[src/rtl/array_pkg.sv]
// array_pkg: shared defaults and state encoding for the flat-array operand
// loader, the flat-array adder and their benches.
package array_pkg;

    localparam int ELEM_W_DEF    = 3;
    localparam int NUM_ELEMS_DEF = 9;

    // Loader sequencing: fill A, fill B, then hold the pair for the adder.
    typedef enum logic [1:0] {
        LOAD_A  = 2'd0,
        LOAD_B  = 2'd1,
        PRESENT = 2'd2
    } loaderState_e;

    // Width of an element index counter; never less than one bit.
    function automatic int idxWidth(input int numElems);
        return (numElems > 1) ? $clog2(numElems) : 1;
    endfunction

endpackage

[src/rtl/flat_array_packer.sv]
// flat_array_packer: one operand register of NUM_ELEMS elements. A write
// replaces only the element selected by idx; all other elements keep their
// previous (possibly stale) contents.
module flat_array_packer
    import array_pkg::*;
#(
    parameter  int ELEM_W    = ELEM_W_DEF,
    parameter  int NUM_ELEMS = NUM_ELEMS_DEF,
    parameter  int IDX_W     = idxWidth(NUM_ELEMS),
    localparam int ARRAY_W   = ELEM_W * NUM_ELEMS
)
(
    input  logic               clk,
    input  logic               rst_n,
    input  logic               wr_en,
    input  logic [IDX_W-1:0]   idx,
    input  logic [ELEM_W-1:0]  data,
    output logic [ARRAY_W-1:0] flat_array
);

    // Per-element write enable decoded from idx.
    always_ff @(posedge clk or negedge rst_n) begin
        if (!rst_n) begin
            flat_array <= '0;
        end else if (wr_en) begin
            for (int i = 0; i < NUM_ELEMS; i++) begin
                if (idx == IDX_W'(i)) begin
                    flat_array[i*ELEM_W +: ELEM_W] <= data;
                end
            end
        end
    end

endmodule

[src/rtl/array_operand_loader.sv]
// array_operand_loader: gathers NUM_ELEMS serial elements into operand A,
// NUM_ELEMS more into operand B, then presents both flat arrays to the
// flat-array adder on a valid/ready output. Single-buffered: the input
// stream stalls while a complete pair waits to be taken.
// Optional feature macro: ARRAY_LOADER_LAST_CHECK_EN enables in_last framing
// checks with a sticky frame_err and a resync to LOAD_A on a mismatch.
module array_operand_loader
    import array_pkg::*;
#(
    parameter  int ELEM_W    = ELEM_W_DEF,
    parameter  int NUM_ELEMS = NUM_ELEMS_DEF,
    localparam int ARRAY_W   = ELEM_W * NUM_ELEMS
)
(
    input  logic               clk,
    input  logic               rst_n,
    input  logic               clear,
    input  logic               in_valid,
    output logic               in_ready,
    input  logic [ELEM_W-1:0]  in_data,
    input  logic               in_last,
    output logic               out_valid,
    input  logic               out_ready,
    output logic [ARRAY_W-1:0] flat_array1,
    output logic [ARRAY_W-1:0] flat_array2,
    output logic               frame_err
);

    localparam int IDX_W = idxWidth(NUM_ELEMS);
    localparam logic [IDX_W-1:0] LAST_IDX = IDX_W'(NUM_ELEMS - 1);

    localparam logic [1:0] ST_LOAD_A  = LOAD_A;
    localparam logic [1:0] ST_LOAD_B  = LOAD_B;
    localparam logic [1:0] ST_PRESENT = PRESENT;

    logic [1:0]       state;
    logic [1:0]       nextState;
    logic [IDX_W-1:0] idx;
    logic [IDX_W-1:0] nextIdx;
    logic             outValidQ;
    logic             xfer;
    logic             lastElem;
    logic             finalB;
    logic             lastErr;
    logic             wrA;
    logic             wrB;

    // Input readiness depends on state only; clear suppresses the transfer
    // so an element arriving together with clear is dropped.
    assign in_ready = (state != ST_PRESENT);
    assign xfer     = in_valid & in_ready & ~clear;
    assign lastElem = (idx == LAST_IDX);
    assign finalB   = (state == ST_LOAD_B) & lastElem;

    assign wrA = xfer & (state == ST_LOAD_A);
    assign wrB = xfer & (state == ST_LOAD_B);

`ifdef ARRAY_LOADER_LAST_CHECK_EN
    logic frameErrQ;

    // in_last must mark exactly the final B element; anything else is a
    // framing error that also forces a resync.
    assign lastErr = xfer & (in_last != finalB);

    // Sticky framing error, cleared only by reset or clear.
    always_ff @(posedge clk or negedge rst_n) begin
        if (!rst_n) begin
            frameErrQ <= 1'b0;
        end else if (clear) begin
            frameErrQ <= 1'b0;
        end else if (lastErr) begin
            frameErrQ <= 1'b1;
        end
    end

    assign frame_err = frameErrQ;
`else
    logic unusedLast;

    assign unusedLast = in_last;
    assign lastErr    = 1'b0;
    assign frame_err  = 1'b0;
`endif

    // Next-state and index decode; clear overrides everything, and a
    // consumed pair returns to LOAD_A whether or not clear is also high.
    always_comb begin
        nextState = state;
        nextIdx   = idx;
        if (clear) begin
            nextState = ST_LOAD_A;
            nextIdx   = '0;
        end else begin
            case (state)
                ST_LOAD_A, ST_LOAD_B: begin
                    if (xfer) begin
                        if (lastErr) begin
                            nextState = ST_LOAD_A;
                            nextIdx   = '0;
                        end else if (lastElem) begin
                            nextIdx   = '0;
                            nextState = (state == ST_LOAD_A) ? ST_LOAD_B : ST_PRESENT;
                        end else begin
                            nextIdx = idx + 1'b1;
                        end
                    end
                end
                ST_PRESENT: begin
                    if (out_ready) begin
                        nextState = ST_LOAD_A;
                    end
                end
                default: begin
                    nextState = ST_LOAD_A;
                    nextIdx   = '0;
                end
            endcase
        end
    end

    // State, index and registered out_valid (high exactly while in PRESENT).
    always_ff @(posedge clk or negedge rst_n) begin
        if (!rst_n) begin
            state     <= ST_LOAD_A;
            idx       <= '0;
            outValidQ <= 1'b0;
        end else begin
            state     <= nextState;
            idx       <= nextIdx;
            outValidQ <= (nextState == ST_PRESENT);
        end
    end

    assign out_valid = outValidQ;

    flat_array_packer #(
        .ELEM_W    (ELEM_W),
        .NUM_ELEMS (NUM_ELEMS),
        .IDX_W     (IDX_W)
    ) uPackerA (
        .clk        (clk),
        .rst_n      (rst_n),
        .wr_en      (wrA),
        .idx        (idx),
        .data       (in_data),
        .flat_array (flat_array1)
    );

    flat_array_packer #(
        .ELEM_W    (ELEM_W),
        .NUM_ELEMS (NUM_ELEMS),
        .IDX_W     (IDX_W)
    ) uPackerB (
        .clk        (clk),
        .rst_n      (rst_n),
        .wr_en      (wrB),
        .idx        (idx),
        .data       (in_data),
        .flat_array (flat_array2)
    );

endmodule
[config.mk]
export PLATFORM = sky130hd
export DESIGN_NAME = array_operand_loader
export DESIGN_NICKNAME = d
export VERILOG_FILES = /design/src/rtl/array_pkg.sv /design/src/rtl/flat_array_packer.sv /design/src/rtl/array_operand_loader.sv
export SDC_FILE = /design/constraint.sdc
export NUM_CORES = 1
export LEC_CHECK = 0
export CORE_MARGIN = 3
export CORE_UTILIZATION = 50
export CTS_BUF_LIST = sky130_fd_sc_hd__clkbuf_4
export DETAILED_ROUTE_END_ITERATION = 8
export HOLD_SLACK_MARGIN = 0.12
export PLACE_DENSITY = 0.78
export SYNTH_ARGS = -nofsm -noshare
export SYNTH_HDL_FRONTEND = slang
export SYNTH_SLANG_ARGS = --single-unit
[constraint.sdc]
create_clock -name clk -period 1.8 [get_ports clk]
set_input_delay 0.36 -clock clk [delete_from_list [all_inputs] [get_ports clk]]
set_output_delay 0.36 -clock clk [all_outputs]
set_load 0.02 [all_outputs]
==> impl.org <==
** Clock network
- Clock tree synthesis inserted a total of 9 buffers.
- After clock tree synthesis, the clock-pin slew on the worst setup and hold paths is 100 ps.
- The clock tree synthesis step divided the H-tree into 3 levels.
- Maximum root-to-sink buffer count :: 2
- TritonCTS clock tree :: yes
- Clock sink total :: roughly 60
- The later pin in the worst-skew pair is clocked with a latency of about 390 ps.
- The root buffer cell chosen for the clock tree is sky130_fd_sc_hd__clkbuf_4.

** Cells and area
- After routing the design area is roughly 3500 um^2.
- The area growth from synthesis to layout is 39.4%.
- The top cell types in the final layout, fill and taps aside, are 59 x sky130_fd_sc_hd__dfrtp_1, 57 x sky130_fd_sc_hd__clkdlybuf4s50_1, 52 x sky130_fd_sc_hd__mux2_2, 19 x sky130_fd_sc_hd__buf_4, 13 x sky130_fd_sc_hd__nand3_1.
- Fill cells in the final layout number between 300 and 400.
- At the end of the flow, the number of nets in the layout was about 280.
- Final antenna diode count :: 0
- Fraction of final layout cells with drive strength greater than 1 :: 34.3%
- Most frequent standard cell in the layout excluding fill and tap cells :: sky130_fd_sc_hd__dfrtp_1

** Worst setup path
- Critical path peak fanout :: 2
- STA classifies the critical path startpoint as a flip-flop.
- Setup slack on the worst reg-to-reg path comes out at about 120 ps.
- STA classifies the critical path endpoint as a primary output.
- Setup CP Type :: reg -> out
- Launch point of the critical path :: uPackerA.flat_array[8]
- Worst path buffer plus inverter count :: 1
- Data required time of the worst path :: roughly 1400 ps
- On the worst path, the slowest cell contributes a delay of 630 ps.
- In this run the critical register-to-register path is launched from state[1].
- The cell family contributing the most delay on the critical path is buffers and inverters.
- At the worst endpoint, the arrival time is 1380 ps.
- Chain of cells forming the critical path :: clkdlybuf4s50_1
- Library cell contributing the largest single delay on the critical path :: sky130_fd_sc_hd__clkdlybuf4s50_1

** STA
- Peak Freq :: roughly 0.57 GHz
- Setup violations remaining at the end of the flow were counted as 0.
- At the pin with the least slew margin, the transition time is roughly 530 ps.
- The number of pins exceeding their max-slew limit in the final report was 0.
- Setup repair after global routing missed its margin :: no
- Count of endpoints failing hold in the final timing report :: 0
- Remaining max-slew budget at the tightest pin :: between 60% and 70%
- On the final layout, the worst clock skew is about 11 ps.
- Final worst-path cycle share :: a little over nine tenths
- The clock period could shrink to between 1500 and 2000 ps.
- Minimum hold slack :: between 400 and 500 ps
- Aggregate negative setup slack :: 0 ps

** Synth
- The synthesized netlist contains 30 unique library cells.
- During synthesis, Yosys emitted a total of 0 warnings.
- Gate count after technology mapping :: 177
- After synthesis, flip-flops and latches occupy 60.1% of the total area.
- Counting every net in the synthesized netlist gives 190.
- The share of synthesized area in the top cell type comes to 60.1%.
- After synthesis, the mean cell area works out to between 10 and 15 um^2.
- Total of flip-flops plus latches after synthesis :: between 60 and 70
- Counting flops with an async set or reset pin after synthesis yields a share of 100%.
- Post-synthesis instance area :: 2540 um^2
- Biggest area consumer among synthesized cells :: sky130_fd_sc_hd__dfrtp_1
- Most used flip-flop cell after synthesis :: sky130_fd_sc_hd__dfrtp_1
- Top area cells in the synthesized netlist :: sky130_fd_sc_hd__dfrtp_1 60%, sky130_fd_sc_hd__mux2_2 23%, sky130_fd_sc_hd__nand3_1 2.6%
- Number of enable-type register cells in the synthesized netlist :: 0

** Floorplan
- Y dimension of the die :: between 70 and 80 um
- Row cnt :: 25
- The region available for standard cell placement spans just under 5000 um^2.
- I/O pin count :: between 60 and 70
- In this run the horizontal extent of the chip is roughly 77 um.
- Initial Utilization :: a little over half
- The die covers ~6000 um^2.

** Pwr
- Summed over all cells, the static leakage comes to about 0.0017 uW.
- For this design the ratio of total power to cell area is around 930 nW/um^2.
- Overall power after layout :: about 3300 uW
- Maximum ir drop on the vdd rail :: around 1.1 mV

** Drt
- The first routing iteration left 60 violations.
- The routed layout has around 1.8k vias.
- Count of antenna-violating nets left after detailed routing :: 0
- First-pass iteration count of the detailed router :: 4
- For this run, design rule violations remaining after detail routing come to 0.
- Dividing the detail-routed wire length by the instance count gives approximately 16 um.
- Wire length after detailed routing :: about 5.6 mm
- After detailed routing, the number of vias per cell comes to around 5.2.

** Place
- Final estimated routing congestion in global placement :: 0.841
- DP Area :: ~3400 um^2
- HPWL Detailed :: around 3.7 mm
- IO buf count :: 63

** Global routing
- Number of antenna violations at the first check in global routing :: 0
- For this run the aggregate overflow at the end of global routing stands at 0.
- For this run, the total global-route usage over all layers was measured as 21.0%.
- Entering global routing, the biggest net connects 28 pins.
- The first global-routing pass estimated 9.73 mm of wire.
- The number of global-route vias before repair was approximately 2k.

** Outcome
- The flow ran to the end, and the final reports show no timing, DRC or antenna violations.

** Worst hold path
- The path class of the tightest hold or removal check is in -> async.

** Job
- Reported max-cap violation count :: 0
registers in the layout, summed over array words and instances (netlist names):
| name | cells |
|---|---|
| uPackerA.flat_array | 27 |
| state | 2 |
| out_valid | 1 |
| idx | 4 |
| uPackerB.flat_array | 27 |
what timing repair did:
action                                 CTS  global route
setup buffers                            0             2
setup endpoints to repair                1            34
resized for setup                        3             6
endpoints found under the hold margin   15             0
hold buffers                             1             0
pin swaps                                0             0
stage by stage:
stage | setup slack (ps) | utilization [%] | std cells
global route | 2.92 | 73.5 | 338
detailed placement | -296 | 69.8 | 319
floorplan | 209 | - | 177
global placement | -247 | 69.8 | 319
finish | 58.8 | 73.5 | 338
CTS | 29.1 | 72.8 | 336
path summary, 6_finish.rpt:
kind,end,cells after the start
max in group asynchronous,uPackerB.flat_array[4],3
min reg2reg,uPackerA.flat_array[13],1
min,out_valid,2
max,flat_array1[8],1
max reg2reg,uPackerB.flat_array[2],5
min in group clk,uPackerA.flat_array[13],1
final cells by class:
cell class | count | area (um^2) | share of cell area [%]
Clock buffer | 11 | 82.6 | 2.33
Clock inverter | 5 | 51.3 | 1.45
Inverter | 4 | 15.0 | 0.424
Multi-Input combinational cell | 106 | 972 | 27.5
Sequential cell | 61 | 1530 | 43.2
Tap cell | 67 | 83.8 | 2.37
Timing Repair Buffer | 84 | 807 | 22.8
cells by family after synthesis:
| group | synth area share, % |
|---|---|
| buf+inv | 1.97 |
| fa+ha+maj | 1.97 |
| other cells | 0.148 |
| xor+xnor | 0.345 |
| simple gates | 9.11 |
| mux | 24.3 |
| flops | 60.1 |
| compound gates | 2.02 |
where the power goes:
group          internal, uW  switching [uW]  leakage (uW)
Clock                   446             486     0.0000743
Combinational           388             374      0.000852
Sequential             1510            77.5      0.000823
Total                  2350             937       0.00175
routing by layer:
metal / up-vias / global-route usage [%] / share of wire [%]
met5: - / 0 / 0
met4: 0 / 9.43 / 2.1
met3: 12 / 5.87 / 5.6
met2: 58 / 32.6 / 47
met1: 892 / 27.5 / 45
li1: 807 / - / -
Yosys cell counts, types with 2 or more instances:
master and count:
sky130_fd_sc_hd__a21oi_1 2, sky130_fd_sc_hd__and2b_1 2, sky130_fd_sc_hd__and3_1 5, sky130_fd_sc_hd__clkbuf_1 3
sky130_fd_sc_hd__dfrtp_1 61, sky130_fd_sc_hd__ha_1 4, sky130_fd_sc_hd__inv_1 4, sky130_fd_sc_hd__mux2_1 2
sky130_fd_sc_hd__mux2_2 52, sky130_fd_sc_hd__nand2_1 3, sky130_fd_sc_hd__nand2b_1 3, sky130_fd_sc_hd__nand3_1 13
sky130_fd_sc_hd__nor2_1 2, sky130_fd_sc_hd__nor2b_1 2, sky130_fd_sc_hd__nor3_1 2, sky130_fd_sc_hd__o21a_1 2
sky130_fd_sc_hd__o22ai_1 2
Power figures use the tool's default switching activity.
